<file path="src/rtl/timer_ctrl_if.sv">
// Command and display bus of the countdown timer.
// Every signal here is a plain level sampled on each rising edge of clk_tmr;
// there is no valid/ready handshake: commands act in the cycle they are seen
// high, and the outputs are registered values that are valid on every cycle.
interface timer_ctrl_if;
    logic       start;
    logic       pause;
    logic       clear;
    logic       load_en;
    logic [3:0] load_min;
    logic [2:0] load_dec;
    logic [3:0] load_sec;
    logic [9:0] v_index;
    logic [1:0] digit_sel;
    logic [3:0] digit_val;
    logic [1:0] state;
    logic       tick;
    logic       expired;

    // Controller / pixel pipeline side: issues commands, consumes glyph codes.
    modport master (
        output start, pause, clear, load_en, load_min, load_dec, load_sec,
        output v_index, digit_sel,
        input  digit_val, state, tick, expired
    );

    // Timer side.
    modport slave (
        input  start, pause, clear, load_en, load_min, load_dec, load_sec,
        input  v_index, digit_sel,
        output digit_val, state, tick, expired
    );
endinterface

</file>
<file path="src/rtl/timer_ctrl.sv">
// M:SS countdown timer with a one-second prescaler, a frame-synchronous
// display shadow and a registered glyph-code mux for a VGA font memory.
module timer_ctrl #(
    parameter int unsigned TICK_DIV      = 25000000,
    parameter logic [9:0]  V_BLANK_START = 10'd480,
    parameter logic [3:0]  BLANK_CODE    = 4'hF
) (
    input  logic        clk_tmr,
    input  logic        rst_tmr,
    timer_ctrl_if.slave tif
);
    localparam int          PW         = $clog2(TICK_DIV);
    localparam logic [PW-1:0] PRESC_LAST = PW'(TICK_DIV - 1);

    typedef enum logic [1:0] {
        S_IDLE    = 2'b00,
        S_RUN     = 2'b01,
        S_PAUSE   = 2'b10,
        S_EXPIRED = 2'b11
    } state_t;

    state_t        state_q, state_d;
    logic [3:0]    cnt_min, cnt_sec;
    logic [2:0]    cnt_dec;
    logic [PW-1:0] presc;
    logic [3:0]    disp_min, disp_sec;
    logic [2:0]    disp_dec;
    logic          tick_q, expired_q;
    logic [3:0]    digit_val_q;

    logic          do_zero, do_load, do_count, do_tick;
    logic          cnt_nz, dec_zero;
    logic [3:0]    dec_min, dec_sec;
    logic [2:0]    dec_dec;

    assign cnt_nz   = (cnt_min != 4'd0) || (cnt_dec != 3'd0) || (cnt_sec != 4'd0);
    assign dec_zero = (dec_min == 4'd0) && (dec_dec == 3'd0) && (dec_sec == 4'd0);

    // BCD value one second below the current count (borrow ripples sec -> dec -> min).
    always_comb begin
        dec_min = cnt_min;
        dec_dec = cnt_dec;
        dec_sec = cnt_sec;
        if (cnt_sec != 4'd0) begin
            dec_sec = cnt_sec - 4'd1;
        end else begin
            dec_sec = 4'd9;
            if (cnt_dec != 3'd0) begin
                dec_dec = cnt_dec - 3'd1;
            end else begin
                dec_dec = 3'd5;
                dec_min = cnt_min - 4'd1;
            end
        end
    end

    // Next state and datapath controls; only the highest-priority command acts.
    always_comb begin
        state_d  = state_q;
        do_zero  = 1'b0;
        do_load  = 1'b0;
        do_count = 1'b0;
        do_tick  = 1'b0;
        case (state_q)
            S_IDLE: begin
                if (tif.clear) begin
                    do_zero = 1'b1;
                end else if (tif.pause) begin
                    state_d = S_IDLE;
                end else if (tif.start) begin
                    if (cnt_nz) state_d = S_RUN;
                end else if (tif.load_en) begin
                    do_load = 1'b1;
                end
            end
            S_RUN: begin
                if (tif.clear) begin
                    state_d = S_IDLE;
                    do_zero = 1'b1;
                end else if (tif.pause) begin
                    // Freeze immediately: the prescaler does not advance on this edge.
                    state_d = S_PAUSE;
                end else begin
                    do_count = 1'b1;
                    if (presc == PRESC_LAST) begin
                        do_tick = 1'b1;
                        if (dec_zero) state_d = S_EXPIRED;
                    end
                end
            end
            S_PAUSE: begin
                if (tif.clear) begin
                    state_d = S_IDLE;
                    do_zero = 1'b1;
                end else if (tif.pause) begin
                    state_d = S_PAUSE;
                end else if (tif.start) begin
                    state_d = S_RUN;
                end
            end
            S_EXPIRED: begin
                if (tif.clear) begin
                    state_d = S_IDLE;
                    do_zero = 1'b1;
                end
            end
            default: state_d = S_IDLE;
        endcase
    end

    // FSM state register.
    always_ff @(posedge clk_tmr) begin
        if (rst_tmr) state_q <= S_IDLE;
        else         state_q <= state_d;
    end

    // Working count, prescaler and the tick/expired status flags.
    always_ff @(posedge clk_tmr) begin
        if (rst_tmr) begin
            cnt_min   <= 4'd0;
            cnt_dec   <= 3'd0;
            cnt_sec   <= 4'd0;
            presc     <= '0;
            tick_q    <= 1'b0;
            expired_q <= 1'b0;
        end else begin
            tick_q    <= do_tick;
            expired_q <= (state_d == S_EXPIRED);
            if (do_zero) begin
                cnt_min <= 4'd0;
                cnt_dec <= 3'd0;
                cnt_sec <= 4'd0;
            end else if (do_load) begin
                cnt_min <= (tif.load_min > 4'd9) ? 4'd9 : tif.load_min;
                cnt_dec <= (tif.load_dec > 3'd5) ? 3'd5 : tif.load_dec;
                cnt_sec <= (tif.load_sec > 4'd9) ? 4'd9 : tif.load_sec;
            end else if (do_tick) begin
                cnt_min <= dec_min;
                cnt_dec <= dec_dec;
                cnt_sec <= dec_sec;
            end
            if (do_tick)
                presc <= '0;
            else if (do_count)
                presc <= presc + PW'(1);
            else if ((state_d == S_IDLE) || (state_d == S_EXPIRED))
                presc <= '0;
        end
    end

    // Display shadow follows the count only during vertical blanking; glyph mux behind it.
    always_ff @(posedge clk_tmr) begin
        if (rst_tmr) begin
            disp_min    <= 4'd0;
            disp_dec    <= 3'd0;
            disp_sec    <= 4'd0;
            digit_val_q <= 4'd0;
        end else begin
            if (tif.v_index >= V_BLANK_START) begin
                disp_min <= cnt_min;
                disp_dec <= cnt_dec;
                disp_sec <= cnt_sec;
            end
            case (tif.digit_sel)
                2'b11:   digit_val_q <= disp_min;
                2'b10:   digit_val_q <= {1'b0, disp_dec};
                2'b01:   digit_val_q <= disp_sec;
                default: digit_val_q <= BLANK_CODE;
            endcase
        end
    end

    assign tif.state     = state_q;
    assign tif.tick      = tick_q;
    assign tif.expired   = expired_q;
    assign tif.digit_val = digit_val_q;
endmodule
</file>
<file path="src/flat_wrapper.sv">
// flat-port wrapper written by rule: the top's interface ports become plain ports
module timer_ctrl_flat 
#(
    parameter int unsigned TICK_DIV      = 25000000,
    parameter logic [9:0]  V_BLANK_START = 10'd480,
    parameter logic [3:0]  BLANK_CODE    = 4'hF
)
  (clk_tmr, rst_tmr, tif_start, tif_pause, tif_clear, tif_load_en, tif_load_min, tif_load_dec, tif_load_sec, tif_v_index, tif_digit_sel, tif_digit_val, tif_state, tif_tick, tif_expired);
  timer_ctrl_if tif_i ();
  input  logic clk_tmr;
  input  logic rst_tmr;
  input wire logic [$bits(tif_i.start)-1:0] tif_start;
  input wire logic [$bits(tif_i.pause)-1:0] tif_pause;
  input wire logic [$bits(tif_i.clear)-1:0] tif_clear;
  input wire logic [$bits(tif_i.load_en)-1:0] tif_load_en;
  input wire logic [$bits(tif_i.load_min)-1:0] tif_load_min;
  input wire logic [$bits(tif_i.load_dec)-1:0] tif_load_dec;
  input wire logic [$bits(tif_i.load_sec)-1:0] tif_load_sec;
  input wire logic [$bits(tif_i.v_index)-1:0] tif_v_index;
  input wire logic [$bits(tif_i.digit_sel)-1:0] tif_digit_sel;
  output wire logic [$bits(tif_i.digit_val)-1:0] tif_digit_val;
  output wire logic [$bits(tif_i.state)-1:0] tif_state;
  output wire logic [$bits(tif_i.tick)-1:0] tif_tick;
  output wire logic [$bits(tif_i.expired)-1:0] tif_expired;
  assign tif_i.start = tif_start;
  assign tif_i.pause = tif_pause;
  assign tif_i.clear = tif_clear;
  assign tif_i.load_en = tif_load_en;
  assign tif_i.load_min = tif_load_min;
  assign tif_i.load_dec = tif_load_dec;
  assign tif_i.load_sec = tif_load_sec;
  assign tif_i.v_index = tif_v_index;
  assign tif_i.digit_sel = tif_digit_sel;
  assign tif_digit_val = tif_i.digit_val;
  assign tif_state = tif_i.state;
  assign tif_tick = tif_i.tick;
  assign tif_expired = tif_i.expired;
  timer_ctrl #(.TICK_DIV(TICK_DIV), .V_BLANK_START(V_BLANK_START), .BLANK_CODE(BLANK_CODE)) u_core (.clk_tmr(clk_tmr), .rst_tmr(rst_tmr), .tif(tif_i));
endmodule
</file>
<file path="config.mk">
export PLATFORM = sky130hd
export DESIGN_NAME = timer_ctrl_flat
export DESIGN_NICKNAME = d
export VERILOG_FILES = /design/src/rtl/timer_ctrl_if.sv /design/src/rtl/timer_ctrl.sv /design/src/flat_wrapper.sv
export SDC_FILE = /design/constraint.sdc
export NUM_CORES = 1
export LEC_CHECK = 0
export BUFFER_PORTS_ARGS = -buffer_cell sky130_fd_sc_hd__buf_2
export CORE_ASPECT_RATIO = 0.9
export CORE_MARGIN = 10
export CORE_UTILIZATION = 55
export DETAILED_ROUTE_END_ITERATION = 10
export PLACE_DENSITY = 0.75
export REMOVE_ABC_BUFFERS = 1
export SLEW_MARGIN = 20
export SYNTH_ARGS = -nofsm -noshare
export SYNTH_HDL_FRONTEND = slang
export SYNTH_SLANG_ARGS = --single-unit
</file>
<file path="constraint.sdc">
create_clock -name clk_tmr -period 2.95 [get_ports clk_tmr]
set_input_delay 0.1475 -clock clk_tmr [delete_from_list [all_inputs] [get_ports clk_tmr]]
set_output_delay 0.1475 -clock clk_tmr [all_outputs]
set_load 0.03 [all_outputs]
</file>
# After elaboration in Yosys (flattened, before gate mapping)
# Cells that the tools add are included.
# W data, S select, Z words.
# word_totals
register_bits	55
inputBits	29
out_inout_bits	8
wordCells	89
# classes
add_sub_neg	4
order_cmp	4
eq_ne	8
mux	44
reduce_logical	18
# ops
op	n
$mux W25	2
$mux W4	9
$add A25 B1 Y25 const B	1
$eq A25 B25 Y1 const B	1
$mux W2	12
$mux W3	5
$mux W1	14
$pmux W4 S3	1
$eq A2 B2 Y1 const B	5
$ge A10 B9 Y1 const B	1
$gt A4 B4 Y1 const B	2
$logic_not A4 Y1	2
$pmux W2 S4	1
$reduce_bool A4 Y1	2
$sub A4 B1 Y4 const B	2
$eq A2 B1 Y1 const B	2
$logic_not A2 Y1	2
$reduce_bool A2 Y1	2
$reduce_or A2 Y1	2
$reduce_or A4 Y1	1
$gt A3 B3 Y1 const B	1
$logic_not A3 Y1	1
$logic_or A1 B1 Y1	3
$reduce_bool A3 Y1	1
other kinds (2)	3

# Depth between registers and ports, before layout
# Gate-level depths: netlist of run 1.
# depth
ltp_word	15
mapped_depth	14
depth_no_buf	11

# Worst setup path before layout of run 1
# No wires, ideal clock.
# synth_timing
kind	register -> register
from	reg u_core.cnt_min[0]
to	reg u_core.presc[23]
setup_ps	115
arrival_ps	2510
required_ps	2835
slack_ps	325
stages_incl_launch_ff	14
path_buffers	3
synth_period_minus_slack_ps	2625
path_cell_list	dfxtp_1 > clkbuf_1 > inv_1 > ha_1 > o21bai_1 > a311oi_1 > o211ai_1 > a21oi_1 > ha_1 > nand2b_1 > buf_2 > buf_2 > o211a_1 > o21a_1
# synth_between
elab_chain_len	14
word_cells_on_any_way	22
classes_between	add/sub: 1; eq/ne: 1; mux: 11; reduce/logical: 9
# synth_rtl
item	line	source
start: declaration	timer_ctrl.sv:23	logic [3:0] cnt_min, cnt_sec;
start signal: assignment	timer_ctrl.sv:134	cnt_min <= (tif.load_min > 4'd9) ? 4'd9 : tif.load_min;
start signal: assignment	timer_ctrl.sv:138	cnt_min <= dec_min;
$sub A4 B1 Y4	timer_ctrl.sv:52	dec_min = cnt_min - 4'd1;
$mux W4	timer_ctrl.sv:48	if (cnt_dec != 3'd0) begin
$mux W4	timer_ctrl.sv:44	if (cnt_sec != 4'd0) begin
$logic_not A4 Y1	timer_ctrl.sv:37	assign dec_zero = (dec_min == 4'd0) && (dec_dec == 3'd0) && (dec_sec == 4'd0);
$logic_and A1 B1 Y1 (2 in series)	timer_ctrl.sv:37	
$mux W2	timer_ctrl.sv:87	if (dec_zero) state_d = S_EXPIRED;
$mux W2	timer_ctrl.sv:85	if (presc == PRESC_LAST) begin
$mux W2	timer_ctrl.sv:80	end else if (tif.pause) begin
$mux W2	timer_ctrl.sv:77	if (tif.clear) begin
$pmux W2 S4 *	timer_ctrl.sv:64	case (state_q)
via u_core.state_d[1]	timer_ctrl.sv:22	state_t state_q, state_d;
$eq A2 B2 Y1 / $logic_not A2 Y1 (equally long branches)	timer_ctrl.sv:146	else if ((state_d == S_IDLE) || (state_d == S_EXPIRED))
$logic_or A1 B1 Y1 *	timer_ctrl.sv:146	
$reduce_bool A2 Y1 (no source line) *	-	
end signal: assignment	timer_ctrl.sv:145	presc <= presc + PW'(1);
end: declaration	timer_ctrl.sv:25	logic [PW-1:0] presc;
# Mark *: on every way through the listed nets, which the timed path passes. The rest lies on a longest branch.
# A chain may end at the register's enable or synchronous reset.

# Final worst setup path of run 1
# layout_timing
from	reg u_core.cnt_min[1]
to	reg u_core.presc[24]
# Same word-level chain as after synthesis.

==> results of run 1 <==
[logic make-up after synthesis]
group | after synthesis | synth area share
compound gates | 87 | 0.1823
xor+xnor | 3 | 0.008626
fa+ha+maj | 5 | 0.02053
buf+inv | 26 | 0.03984
flops | 55 | 0.3614
mux | 12 | 0.04189
simple gates | 177 | 0.3454
[synthesized netlist by cell type, drive strengths merged (2+ instances only)]
| cell type | instances |
|---|---|
| nor3 | 14 |
| nand3b | 7 |
| o21a | 9 |
| a31oi | 7 |
| clkbuf | 8 |
| mux2i | 6 |
| nor2b | 7 |
| nor4b | 3 |
| nand4 | 10 |
| o21ai | 8 |
| nor4 | 7 |
| or2 | 3 |
| a21oi | 34 |
| nand2 | 53 |
| a211oi | 5 |
| and4 | 3 |
| and4b | 2 |
| and2 | 2 |
| dfxtp | 55 |
| o211a | 3 |
| nand2b | 4 |
| a21boi | 2 |
| a311oi | 2 |
| o31ai | 3 |
| o211ai | 4 |
| or3 | 6 |
| and3 | 6 |
| xnor2 | 3 |
| nand3 | 20 |
| nor2 | 25 |
| ha | 5 |
| a21o | 2 |
| mux2 | 6 |
| inv | 9 |
| buf | 9 |
[flip-flops by register name, indices dropped and copies added, names as in the netlist]
| signal | cells |
|---|---|
| u_core.tif.digit_val | 4 |
| u_core.tif.expired | 1 |
| u_core.disp_dec | 3 |
| u_core.disp_sec | 4 |
| u_core.presc | 25 |
| u_core.cnt_min | 4 |
| u_core.tif.state | 2 |
| u_core.cnt_dec | 3 |
| u_core.disp_min | 4 |
| u_core.cnt_sec | 4 |
| u_core.tif.tick | 1 |
[power by group through the flow]
stage	combinational, mW	sequential, mW	clock [mW]
finish	0.0876	0.751	0.443
global route	0.0963	0.752	0.484
CTS	0.0870	0.751	0.456
detailed placement	0.0868	0.768	0
global placement	0.0857	0.767	0
floorplan	0.0385	0.773	0
[per-layer routing]
metal	share of wire	wire (µm)	global-route usage	up-vias
met2	0.43	3069	0.2347	81
met1	0.50	3528	0.2090	1290
met4	0.0085	60	0.02983	0
met3	0.060	427	0.03443	6
met5	0	0	0	-
li1	-	-	-	1410
[worst max-delay path: cells and delay by family, from the launching register on]
kind	cells	cell delay (ns)
compound gates	6	1.03
fa+ha+maj	2	0.53
buf+inv	2	0.29
flops	1	0.46
simple gates	2	0.33
[through the flow]
step           utilization  worst slack, ns  power (mW)  instance area (µm²)  hold WS (ns)
6_report            0.6393           0.2295       1.281                 3400       0.04908
5_1_grt             0.6393          0.07496       1.331                 3400       0.03924
4_1_cts             0.6379           0.1202       1.293                 3392       0.04713
3_5_place_dp        0.6198           0.1402      0.8544                 3296        0.3766
3_3_place_gp        0.6198           0.2218      0.8531                 3296        0.3712
2_1_floorplan            -           0.3669      0.8114                 2959        0.2166
[cell type report]
class | count | area share
flip-flops and latches | 55 | 0.3239
repair buffers | 44 | 0.07435
well taps | 67 | 0.02466
inverters | 9 | 0.009937
clock buffers | 5 | 0.02024
multi-input cells | 284 | 0.5388
clock inverters | 3 | 0.008097
[how the worst max path moves through the flow]
stage / from / endpoint / slack [ns] / depth (start not counted)
after floorplan: u_core.presc[7]$_SDFFE_PP0P_ / u_core.presc[22]$_SDFFE_PP0P_ / 0.37 / 9
after global placement: u_core.presc[0]$_SDFFE_PP0P_ / u_core.presc[24]$_SDFFE_PP0P_ / 0.22 / 12
after detailed placement: u_core.presc[0]$_SDFFE_PP0P_ / u_core.presc[24]$_SDFFE_PP0P_ / 0.14 / 12
after CTS: u_core.presc[0]$_SDFFE_PP0P_ / u_core.presc[24]$_SDFFE_PP0P_ / 0.12 / 12
after global routing: u_core.cnt_min[1]$_SDFFE_PP0P_ / u_core.presc[16]$_SDFFE_PP0P_ / 0.07 / 12
final: u_core.cnt_min[1]$_SDFFE_PP0P_ / u_core.presc[24]$_SDFFE_PP0P_ / 0.23 / 12
[what timing repair did]
item	CTS	global route
hold buffers	0	0
gates resized for setup	0	2
endpoints found under the setup margin	0	9
==> results.json, run 1 <==
{
  "synth-edff-count": 0,
  "routed_wirelength_um": 7084,
  "antenna_left": 0,
  "io_pins": 37,
  "pin_count_of_the_biggest_net_entering_global_routing": 29,
  "min_period_over_period": 0.9222,
  "timing.hold.worst.class": "in -> reg",
  "fin_tns_setup_ns": 0,
  "timing.setup.critical_path_class": "reg -> reg",
  "cts_inserted_buffers": 5,
  "cts-htree-levels": 2,
  "num_vias": 2787,
  "avgRoutedWirePerCell_um": 15.17,
  "regToRegEndpoint": "u_core.presc[24]$_SDFFE_PP0P_",
  "ir_worst_vdd_mv": 0.2620,
  "commonest_non_fill_non_tap_cell_in_the_layout": "sky130_fd_sc_hd__dfxtp_1",
  "cellInternalPower_mw": 0.9544,
  "required_time_at_the_worst_slack_endpoint_ns": 3.16,
  "synthTopCellsByArea": "sky130_fd_sc_hd__dfxtp_1 36%, sky130_fd_sc_hd__nand2_1 6.0%, sky130_fd_sc_hd__a21oi_1 5.6%, sky130_fd_sc_hd__nand3_1 3.1%, sky130_fd_sc_hd__nor2_1 3.0%",
  "remaining_drc_errors": 0,
  "grt_use_total": 0.1516,
  "yosys_register_bits": 55,
  "synth_top_cell_area_share": 0.3614,
  "status": "completed",
  "mostFrequentLayoutCells": "55 x sky130_fd_sc_hd__dfxtp_1, 49 x sky130_fd_sc_hd__nand2_1, 34 x sky130_fd_sc_hd__a21oi_1, 31 x sky130_fd_sc_hd__buf_2, 24 x sky130_fd_sc_hd__nor2_1",
  "finalWorstPathRequiredPeriod_ns": 2.721,
  "crit_path_start_kind": "flip-flop",
  "place.detailed.instances": 459,
  "r2r_cells": 12,
  "finalClockSkew_ns": 0.01053,
  "r2r_setup_slack_ns": 0.23,
  "synthesis.area_per_instance_um2": 8.347,
  "floorplan.initialDensity": 0.5729,
  "sw_frac_of_total": 0.2549,
  "cts_setup_buffers": 0,
  "hold_path_depth": 3,
  "hpwl_um": 5291,
  "crit-reg2reg-launch": "u_core.cnt_min[1]$_SDFFE_PP0P_",
  "grt_first_pass_wirelength_um": 11870,
  "multiInputGateArea_um2": 1832,
  "cell_at_the_root_of_the_clock_tree": "sky130_fd_sc_hd__clkbuf_8",
  "route.detailed.vias_per_inst": 5.968,
  "fp.dieH_um": 90.61,
  "area_delta_synth_final_pct": 11.58,
  "core_area_um2": 5318,
  "yosys.area.top_type": "sky130_fd_sc_hd__dfxtp_1",
  "synth_warnings": 0,
  "critPathMostFrequentCell": "sky130_fd_sc_hd__ha_1",
  "fp-row-count": 25,
  "hold_violations": 0,
  "clock-sinks": 55,
  "routability_driven_placement_congestion_ratio": 0.8346,
  "cell_breakdown_of_the_critical_path": "inv_1, ha_1, o21bai_1, a311oi_1, o211ai_1, a21oi_1, ha_1, nand2b_2, buf_4, nand2_1, a31oi_1, o21a_1",
  "yosysSeqAreaShare": 0.3614,
  "yosys_most_used_dff": "sky130_fd_sc_hd__dfxtp_1",
  "maxCapViolations": 0,
  "powerDensity_nw_per_um2": 376.8,
  "worst_ep_arrival_time_ns": 2.93,
  "share_clk_of_total_power": 0.346,
  "critical_path_peak_fanout": 6,
  "global_route.overflow_total": 0,
  "crit_path_max_incr_delay_ns": 0.46,
  "drt_iter0_drc": 204,
  "hold_path_startpoint": "tif_load_sec[2]",
  "cellLeakagePower_nw": 1.242,
  "hold_path_end": "u_core.cnt_sec[2]$_SDFFE_PP0P_",
  "finish_stage_setup_viols": 0,
  "critical_path.slowest_cell": "sky130_fd_sc_hd__dfxtp_1",
  "fillCellCount": 468,
  "synth_cell_type_count": 65,
  "final_cell_count_no_fill": 467,
  "sequentialPowerShare": 0.586,
  "asyncSetResetFlopFracSynth": 0,
  "die_width_um": 98.46,
  "register_area_um2": 1101,
  "timing.critical_path.to_type": "flip-flop",
  "number_of_pins_with_negative_max_slew_slack_in_the_final_report": 0,
  "slew_headroom": 0.4362,
  "worst_skew_pair_later_pin_latency_ns": 0.31,
  "io_buffers": 31,
  "worst_setup_hold_path_clk_slew_ns": 0.11,
  "combinationalPowerShare": 0.068,
  "dieArea_um2": 8921,
  "timing_worst_slew_pin_value_ns": 0.8347,
  "synthesis.area_um2": 3047,
  "antennaDiodeCount": 0,
  "drive_gt1_frac": 0.1925,
  "rsz0062_at_grt": "false",
  "post_synth_inst_count": 365,
  "final_net_count": 433,
  "cts_tree": "done",
  "switching_power_mw": 0.3265,
  "drt-pass1-iter-count": 5,
  "clock_tree.buffer_depth": 2,
  "grt_pass1_vias": 2539,
  "antenna_violations_before_repair": 0,
  "timing.fmax_mhz": 367.6
}
No activity file was read; power rests on OpenSTA's default activity.
==> inputs of run 2 (changes only) <==
- CORE_ASPECT_RATIO: 0.9 -> 0.5
==> results.json, run 2 (same netlist as run 1, synthesis figures left out) <==
{
  "drive_gt1_frac": 0.1919,
  "powerDensity_nw_per_um2": 375.3,
  "clock-sinks": 55,
  "hold_path_startpoint": "tif_load_sec[1]",
  "hpwl_um": 5197,
  "hold_violations": 0,
  "setup_ws_ns": 0.2428,
  "worst_skew_pair_later_pin_latency_ns": 0.32,
  "final_net_count": 429,
  "pre_cts_slack_ns": 0.09501,
  "crit_path_start_kind": "flip-flop",
  "mostFrequentLayoutCells": "53 x sky130_fd_sc_hd__dfxtp_1, 49 x sky130_fd_sc_hd__nand2_1, 34 x sky130_fd_sc_hd__a21oi_1, 31 x sky130_fd_sc_hd__buf_2, 24 x sky130_fd_sc_hd__nor2_1",
  "timing.critical_path.to_type": "flip-flop",
  "number_of_pins_with_negative_max_slew_slack_in_the_final_report": 0,
  "ctsHoldBuffers": 0,
  "worst_path_dominant_cell_family": "compound AO/OA/AOI/OAI gates",
  "finalWorstPathRequiredPeriod_ns": 2.707,
  "antenna_left": 0,
  "dieArea_um2": 9097,
  "top_register": "u_core.presc",
  "global_route.overflow_total": 0,
  "hold_path_end": "u_core.cnt_sec[1]$_SDFFE_PP0P_",
  "grt_first_pass_wirelength_um": 11820,
  "fin_tns_setup_ns": 0,
  "routability_driven_placement_congestion_ratio": 0.9166,
  "cellLeakagePower_nw": 1.225,
  "grt_use_total": 0.1525,
  "timing.fmax_mhz": 369.4,
  "grt_util_met3": 0.04061,
  "routed_wirelength_um": 7043,
  "r2r_setup_slack_ns": 0.24,
  "rsz0062_at_grt": "false",
  "floorplan.initialDensity": 0.5621,
  "worst_setup_hold_path_clk_slew_ns": 0.10,
  "io_pins": 37,
  "pin_count_of_the_biggest_net_entering_global_routing": 29,
  "detailed_place.area_um2": 3273,
  "required_time_at_the_worst_slack_endpoint_ns": 3.18,
  "ir_worst_vdd_mv": 0.2657,
  "final_cell_count_no_fill": 469,
  "min_period_over_period": 0.9177,
  "maxCapViolations": 0,
  "avgRoutedWirePerCell_um": 15.02,
  "num_vias": 2805,
  "power.total_mw": 1.267,
  "timing.setup.critical_path_class": "reg -> reg",
  "timing.hold.worst.class": "in -> reg",
  "drt-pass1-iter-count": 4,
  "route.detailed.vias_per_inst": 5.981,
  "finalClockSkew_ns": 0.01363,
  "finish_stage_setup_viols": 0,
  "critical_path_peak_fanout": 7,
  "worstPathBufferInverterCount": 2,
  "io_buffers": 31,
  "cts-htree-levels": 2,
  "fp-row-count": 19,
  "timing_worst_slew_pin_value_ns": 0.8144,
  "regToRegEndpoint": "u_core.presc[23]$_SDFFE_PP0P_",
  "cts_tree": "done",
  "commonest_non_fill_non_tap_cell_in_the_layout": "sky130_fd_sc_hd__dfxtp_1",
  "critical_path.slowest_cell": "sky130_fd_sc_hd__dfxtp_2",
  "critPathMostFrequentCell": "sky130_fd_sc_hd__ha_1",
  "die_width_um": 125.3,
  "worst_ep_arrival_time_ns": 2.94,
  "antennaDiodeCount": 0,
  "final_core_utilization": 0.6230,
  "cell_at_the_root_of_the_clock_tree": "sky130_fd_sc_hd__clkbuf_8",
  "crit-reg2reg-launch": "u_core.cnt_min[0]$_SDFFE_PP0P_",
  "groute.layer.met1.usage": 0.1760,
  "crit_path_max_incr_delay_ns": 0.42,
  "place.detailed.instances": 461,
  "area_delta_synth_final_pct": 10.84,
  "status": "completed",
  "remaining_drc_errors": 0,
  "core_area_um2": 5420,
  "layer_with_the_highest_usage_after_global_routing": "met2",
  "r2r_cells": 11,
  "largest_register_ff_count": 25,
  "fp.dieH_um": 72.63,
  "antenna_violations_before_repair": 0,
  "clock_tree.buffer_depth": 2,
  "drt_iter0_drc": 228,
  "grt_pass1_vias": 2621,
  "stdcell_area_um2": 3377,
  "global_route.usage.met2": 0.2689,
  "slew_headroom": 0.4499,
  "timing.hold.ws_ns": 0.04070,
  "cts_inserted_buffers": 5,
  "cell_breakdown_of_the_critical_path": "inv_1, ha_1, o21bai_1, a311oi_2, o211ai_1, a21oi_1, ha_1, nand2b_2, buf_4, o211a_1, o21a_1",
  "hold_path_depth": 3
}
[run 2: cell types whose count changed in the layout (fill, tap and decap cells not counted)]
| cell | change |
|---|---|
| sky130_fd_sc_hd__a311oi_1 | -1 |
| sky130_fd_sc_hd__a311oi_2 | +1 |
| sky130_fd_sc_hd__buf_4 | -4 |
| sky130_fd_sc_hd__clkinv_2 | +2 |
| sky130_fd_sc_hd__clkinv_4 | -1 |
| sky130_fd_sc_hd__clkinvlp_4 | -1 |
| sky130_fd_sc_hd__dfxtp_1 | -2 |
| sky130_fd_sc_hd__dfxtp_2 | +2 |
| sky130_fd_sc_hd__inv_6 | +1 |
| sky130_fd_sc_hd__inv_8 | -1 |
[run 2: area by class of cell]
type / count / area (µm²)
Inverter: 9 / 33.78
Tap cell: 73 / 91.34
Timing Repair Buffer: 40 / 222.7
Fill cell: 478 / 2043
Sequential cell: 55 / 1104
Multi-Input combinational cell: 284 / 1838
Clock buffer: 5 / 68.82
Clock inverter: 3 / 18.77
[run 2: power breakdown]
part | switching, mW | internal, mW
Sequential | 0.00357 | 0.747
Clock | 0.260 | 0.168
Combinational | 0.0561 | 0.0328
[run 2: routing by layer]
layer	share of wire	up-vias
li1	-	1400
met2	0.48	83
met4	0.016	0
met3	0.058	16
met5	0	-
met1	0.45	1306
[run 2: worst max-delay path by stage]
stage / slack (ns) / cells past startpoint / end / start
2_1_floorplan: 0.37 / 9 / u_core.presc[22]$_SDFFE_PP0P_ / u_core.presc[7]$_SDFFE_PP0P_
3_3_place_gp: 0.16 / 11 / u_core.presc[23]$_SDFFE_PP0P_ / u_core.presc[0]$_SDFFE_PP0P_
3_5_place_dp: 0.1 / 11 / u_core.presc[23]$_SDFFE_PP0P_ / u_core.presc[0]$_SDFFE_PP0P_
4_1_cts: 0.04 / 12 / u_core.presc[14]$_SDFFE_PP0P_ / u_core.cnt_min[0]$_SDFFE_PP0P_
5_1_grt: 0.01 / 12 / u_core.presc[14]$_SDFFE_PP0P_ / u_core.presc[0]$_SDFFE_PP0P_
6_report: 0.24 / 11 / u_core.presc[23]$_SDFFE_PP0P_ / u_core.cnt_min[0]$_SDFFE_PP0P_
[run 2: repair_timing]
| action | 4_1_cts | 5_1_grt |
|---|---|---|
| setup endpoints to repair | 0 | 16 |
| gates resized for setup | 0 | 5 |
| buffers inserted | 0 | 0 |
[run 2: tightest hold or removal path: cells and delay by family]
| family | cells | cell delay [ns] |
|---|---|---|
| AO/OA/AOI/OAI | 1 | 0.05 |
| buffers and inverters | 1 | 0.09 |
| AND/OR/NAND/NOR | 1 | 0.04 |
